### config.mk
export PLATFORM = sky130hd
export DESIGN_NAME = ysyx_22040750_mdu
export DESIGN_NICKNAME = d
export VERILOG_FILES = /design/src/rtl/ysyx_22040750_mdu.sv
export SDC_FILE = /design/constraint.sdc
export NUM_CORES = 2
export LEC_CHECK = 0
export ABC_CLOCK_PERIOD_IN_PS = 8300
export CELL_PAD_IN_SITES_DETAIL_PLACEMENT = 0
export CELL_PAD_IN_SITES_GLOBAL_PLACEMENT = 1
export CORE_ASPECT_RATIO = 0.5
export CORE_UTILIZATION = 25
export DETAILED_ROUTE_END_ITERATION = 6
export HOLD_SLACK_MARGIN = 0.05
export PLACE_DENSITY = 0.56
export SLEW_MARGIN = 20
export SYNTH_ARGS = -nofsm -noshare
export SYNTH_HDL_FRONTEND = slang
export SYNTH_SLANG_ARGS = --single-unit
export TNS_END_PERCENT = 20
### constraint.sdc
create_clock -name I_sys_clk -period 8.3 [get_ports I_sys_clk]
set_input_delay 2.075 -clock I_sys_clk [delete_from_list [all_inputs] [get_ports I_sys_clk]]
set_output_delay 2.075 -clock I_sys_clk [all_outputs]
set_load 0.03 [all_outputs]
### src/rtl/ysyx_22040750_mdu.sv
// ysyx_22040750_mdu: iterative RV64M multiply/divide unit (shift-add multiply, restoring divide, 1 bit/cycle)
// Ports: I_sys_clk/I_rst clock and sync active-high reset; I_start pulse samples I_op (one-hot
// MUL/MULH/DIV/REM), I_sext (src1/src2 signed), I_word (*W op), I_src1, I_src2; I_allowout accepts
// the result; I_flush aborts (only with YSYX_22040750_MDU_FLUSH_EN); O_busy, O_valid, O_result.
module ysyx_22040750_mdu (
    input  logic        I_sys_clk,
    input  logic        I_rst,
    input  logic        I_start,
    input  logic [3:0]  I_op,
    input  logic [1:0]  I_sext,
    input  logic        I_word,
    input  logic [63:0] I_src1,
    input  logic [63:0] I_src2,
    input  logic        I_allowout,
`ifdef YSYX_22040750_MDU_FLUSH_EN
    input  logic        I_flush,
`endif
    output logic        O_busy,
    output logic        O_valid,
    output logic [63:0] O_result
);
    typedef enum logic [1:0] {IDLE, CALC, DONE} state_e;
    state_e         state_q, state_d;
    logic [6:0]     cnt_q, cnt_d;
    logic [127:0]   acc_q, acc_d, mc_q, mc_d;
    logic [63:0]    mp_q, mp_d, res_q, res_d;
    logic [2:0]     op_q, op_d;
    logic           word_q, word_d, neg_q, neg_d, rneg_q, rneg_d;
    logic           flush;
`ifdef YSYX_22040750_MDU_FLUSH_EN
    assign flush = I_flush;
`else
    assign flush = 1'b0;
`endif
    logic [63:0]  ext1, ext2, mag1, mag2, sh_lo, rn, qf, rf, raw, fix;
    logic [127:0] mul_acc, div_acc, p;
    logic         neg1, neg2, div_op, b_zero, ge, is_mul;
    assign ext1    = I_word ? {{32{I_sext[1] & I_src1[31]}}, I_src1[31:0]} : I_src1;
    assign ext2    = I_word ? {{32{I_sext[0] & I_src2[31]}}, I_src2[31:0]} : I_src2;
    assign neg1    = I_sext[1] & ext1[63];
    assign neg2    = I_sext[0] & ext2[63];
    assign mag1    = neg1 ? -ext1 : ext1;
    assign mag2    = neg2 ? -ext2 : ext2;
    assign div_op  = I_op[2] | I_op[3];
    assign b_zero  = ext2 == 64'd0;
    assign is_mul  = |op_q[1:0];
    assign mul_acc = acc_q + (mp_q[0] ? mc_q : 128'd0);
    // Restoring step: remainder in acc[127:64], dividend/quotient shifts out of/into acc[63:0].
    // The shifted partial remainder is 65 bits; bit 64 is acc_q[127].
    assign sh_lo   = {acc_q[126:64], acc_q[63]};
    assign ge      = {acc_q[127], sh_lo} >= {1'b0, mc_q[63:0]};
    assign rn      = ge ? sh_lo - mc_q[63:0] : sh_lo;
    assign div_acc = {rn, acc_q[62:0], ge};
    assign p       = neg_q ? -mul_acc : mul_acc;
    assign qf      = neg_q ? -div_acc[63:0] : div_acc[63:0];
    assign rf      = rneg_q ? -div_acc[127:64] : div_acc[127:64];
    assign raw     = op_q[0] ? p[63:0] : op_q[1] ? p[127:64] : op_q[2] ? qf : rf;
    assign fix     = word_q ? {{32{raw[31]}}, raw[31:0]} : raw;
    always_comb begin
        state_d = state_q;
        cnt_d   = cnt_q;
        acc_d   = acc_q;
        mc_d    = mc_q;
        mp_d    = mp_q;
        op_d    = op_q;
        word_d  = word_q;
        neg_d   = neg_q;
        rneg_d  = rneg_q;
        res_d   = res_q;
        case (state_q)
            IDLE: if (I_start) begin
                op_d   = I_op[2:0];
                word_d = I_word;
                neg_d  = neg1 ^ neg2;
                rneg_d = neg1;
                cnt_d  = I_word ? 7'd32 : 7'd64;
                if (div_op && b_zero) begin
                    state_d = DONE;
                    res_d   = I_op[2] ? '1 : (I_word ? {{32{I_src1[31]}}, I_src1[31:0]} : I_src1);
                end else if (|I_op[1:0]) begin
                    state_d = CALC;
                    acc_d   = '0;
                    mc_d    = {64'd0, mag1};
                    mp_d    = mag2;
                end else begin
                    // Word dividends are left-aligned so 32 steps consume exactly their bits.
                    state_d = CALC;
                    acc_d   = {64'd0, I_word ? {mag1[31:0], 32'd0} : mag1};
                    mc_d    = {64'd0, mag2};
                    mp_d    = '0;
                end
            end
            CALC: begin
                cnt_d = cnt_q - 7'd1;
                acc_d = is_mul ? mul_acc : div_acc;
                mc_d  = is_mul ? mc_q << 1 : mc_q;
                mp_d  = mp_q >> 1;
                if (cnt_q == 7'd1) begin
                    state_d = DONE;
                    res_d   = fix;
                end
            end
            DONE: state_d = I_allowout ? IDLE : DONE;
            default: state_d = IDLE;
        endcase
        if (flush) begin
            state_d = IDLE;
            res_d   = res_q;
        end
    end
    always_ff @(posedge I_sys_clk) begin
        if (I_rst) begin
            state_q <= IDLE;
            cnt_q   <= '0;
            acc_q   <= '0;
            mc_q    <= '0;
            mp_q    <= '0;
            op_q    <= '0;
            word_q  <= 1'b0;
            neg_q   <= 1'b0;
            rneg_q  <= 1'b0;
            res_q   <= '0;
        end else begin
            state_q <= state_d;
            cnt_q   <= cnt_d;
            acc_q   <= acc_d;
            mc_q    <= mc_d;
            mp_q    <= mp_d;
            op_q    <= op_d;
            word_q  <= word_d;
            neg_q   <= neg_d;
            rneg_q  <= rneg_d;
            res_q   <= res_d;
        end
    end
    assign O_busy   = state_q != IDLE;
    assign O_valid  = state_q == DONE;
    assign O_result = res_q;
endmodule

==> flow_summary.yaml <==
timing:
  final-hold-violation-count: 0
  fin_skew_ps: 52.32
  worst_pin_slew_ps: 1443
  finalSetupTns_ps: 0
  drv_slew: 0
  setup_ws_ps: 125.5
  rsz0062_at_grt: "false"
  max_freq_mhz: 122.3
  maxSlewHeadroom: 0.03104
  period_needed_ps: 8175
  setup_viol: 0
  final.period_utilization: 0.9849
routing:
  post-route-drc-count: 0
  wirelength_um: 347600
  drt-met1-wl_um: 150000
  drtAntennaViolNets: 0
  top_layer_used: "met5"
  first_iter_violations: 10700
  num_vias: 62190
  dr.pass1.iters: 7
  route.met3.wl_um: 56780
  wl_per_cell_um: 35.61
  route.met2.wl_um: 124400
  avgViaCountPerCell: 6.370
global_routing:
  grt-ovfl-total: 0
  antenna_found_initial: 48
  grt_use_total: 0.3448
  grt_pass1_wl_um: 463600
  grt_max_degree: 160
  grt_pass1_vias: 53820
place:
  place_hpwl_um: 283500
  port_buffers: 204
  pre_cts_slack_ps: 544.1
  gp_congestion: 1.153
clocking:
  cts_max_level: 2
  cts.path.max_buffers: 3
  clock_latency_ps: 730
  path_clk_slew_ps: 70
  tritoncts: "done"
  clock-sinks: 399
  cts_hold_buf: 0
  cts_root_buf: "clkbuf_16"
  cts_inserted_buffers: 49
status:
  status: "finished, final reports clean"
cells_and_area:
  regArea_sq_um: 8000
  fill_cells: 20810
  final_util: 0.2961
  final_nets: 7522
  area_growth_syn_to_layout_pct: 16.98
  multi_input_area_sq_um: 37050
  drive_gt1_frac: 0.08487
yosys:
  synth_async_sr_flop_share: 0
  synth_cells: 7073
  synth_edf_count: 0
  synth.avg_cell_area_sq_um: 6.709
  synth_top_area_share: 0.1683
  synth_seq_area_share: 0.1683
  syn_nets: 7412
  yosysTopAreaCell: "dfxtp_1"
  synthFlopType: "dfxtp_1"
  synthTopCellsByArea: "dfxtp_1, a21oi_1, nand2_1, nor2_1, ha_1"
  ys_ff_latch: 399
  netlist_area_sq_um: 47450
  synth.distinct_cells: 116
  synth-warning-count: 0
critical_path:
  critical_path.startpoint_type: "flop"
  end_kind: "flop"
  worstPathRequired_ps: 8890
  cp.arrival_ps: 8770
  cp_max_fo: 8
  path_class: "reg -> reg"
floorplan:
  die_width_um: 618.1
  coreArea_sq_um: 187500
  die_y_um: 310.1
  start_util: 0.2531
  row_count: 112
  io_pins: 205
  dieArea_sq_um: 191700
pwr:
  leakagePower_nw: 20.01
  power_density_nw_per_um2: 216.5
  vdd_drop_max_mv: 0.1802
flow_run:
  maxCapViolations: 0
min_path:
  hp-class: "reg -> reg"
[cells in the mapped netlist (181+ instances only)]
library cell	number
xnor2_1	236
dfxtp_1	399
a211oi_1	205
xor2_1	181
nand3_1	205
o21ai_0	468
a21oi_1	694
nor3_1	265
nand2_1	867
ha_1	198
clkbuf_1	429
nor2_1	767
[cell usage in the layout, fill, tap and decap left out, types with 57 or more instances in the layout]
| cell type | n |
|---|---|
| clkdlybuf4s50_1 | 202 |
| nand3_1 | 205 |
| buf_4 | 362 |
| and2_1 | 177 |
| a221oi_1 | 80 |
| dfxtp_1 | 393 |
| a21oi_1 | 689 |
| o21ai_0 | 465 |
| o211ai_1 | 118 |
| ha_1 | 198 |
| o21a_1 | 57 |
| inv_1 | 152 |
| o31ai_1 | 90 |
| nor4_1 | 88 |
| mux2i_1 | 84 |
| or3_1 | 78 |
| nand2_1 | 866 |
| nor2_1 | 760 |
| xnor2_1 | 234 |
| xor2_1 | 181 |
| a211oi_1 | 202 |
| a21o_1 | 85 |
| a31oi_1 | 58 |
| nand4_1 | 141 |
| nor3_1 | 264 |
[logic make-up after synthesis]
| group | synth area share |
|---|---|
| simple gates | 0.2942 |
| compound gates | 0.3307 |
| buf+inv | 0.05492 |
| xor+xnor | 0.07731 |
| flops | 0.1683 |
| fa+ha+maj | 0.05305 |
| mux | 0.02152 |
[worst max-delay path: stages, from the launching register on]
cell and delay [ps]:
dfxtp_1 820, inv_1 360, ha_1 520, nand4_1 210
nor2_1 430, nand4_1 250, o32a_1 390, nand3_1 160
a21oi_1 160, a21oi_4 300, clkinv_2 130, a21oi_1 190
buf_4 150, ha_1 160, inv_1 80, or3_1 410
nor3_1 210, nand2_1 120, or4_1 510, nor2_1 110
a32oi_1 210, or4_1 470, or3_1 420, o31ai_1 320
xor2_1 150, a221oi_1 350, o211ai_1 200, a22o_1 230
[metal layers]
metal / vias to the layer above / global-route usage
met4: 42 / 0.1299
met2: 4403 / 0.4366
met3: 697 / 0.1836
met5: - / 0.006917
met1: 30460 / 0.4758
li1: 26590 / -
[state kept, by name, indices dropped and copies added, names as in the netlist]
name / cells
mp_q: 64
acc_q: 128
O_result: 64
mc_q: 128
neg_q: 1
op_q: 3
rneg_q: 1
state_q: 2
word_q: 1
cnt_q: 7
[power by group]
part / switching, mW / internal [mW] / total, mW
Clock: 1.15 / 1.36 / 2.51
Combinational: 5.08 / 2.00 / 7.08
Sequential: 0.345 / 2.09 / 2.43
[what timing repair did]
item | in CTS | in global routing
gates resized for setup | 0 | 1
endpoints found under the setup margin | 0 | 1
buffers inserted | 0 | 0
[path summary, 6_finish.rpt]
path | from | endpoint | slack, ps | cells after the start
hold reg to reg | O_result[16] | O_result[16] | 440 | 2
setup / recovery | mc_q[57] | O_result[50] | 130 | 27
hold / removal | O_result[16] | O_result[16] | 440 | 2
setup reg to reg | mc_q[57] | O_result[50] | 130 | 27
[through the flow]
step                      hold slack (ps)  instances  power [mW]  cell area [sq um]
after floorplan                     431.3       7073       5.973              47450
after global placement              432.1       9640       9.053              53680
after detailed placement            431.9       9640       9.001              53690
after CTS                           440.9       9731       11.49              55420
after global routing                469.3       9732       12.15              55430
final                               442.1       9763       12.02              55510
[layout make-up]
| class | instances | area share |
|---|---|---|
| Timing Repair Buffer | 574 | 0.08890 |
| Multi-Input combinational cell | 6004 | 0.6674 |
| Antenna cell | 32 | 0.001443 |
| Clock buffer | 64 | 0.02455 |
| Inverter | 155 | 0.01050 |
| Clock inverter | 27 | 0.006604 |
| Tap cell | 2508 | 0.05653 |
| Sequential cell | 399 | 0.1441 |
Note: power is estimated with default switching activity, not from simulation.
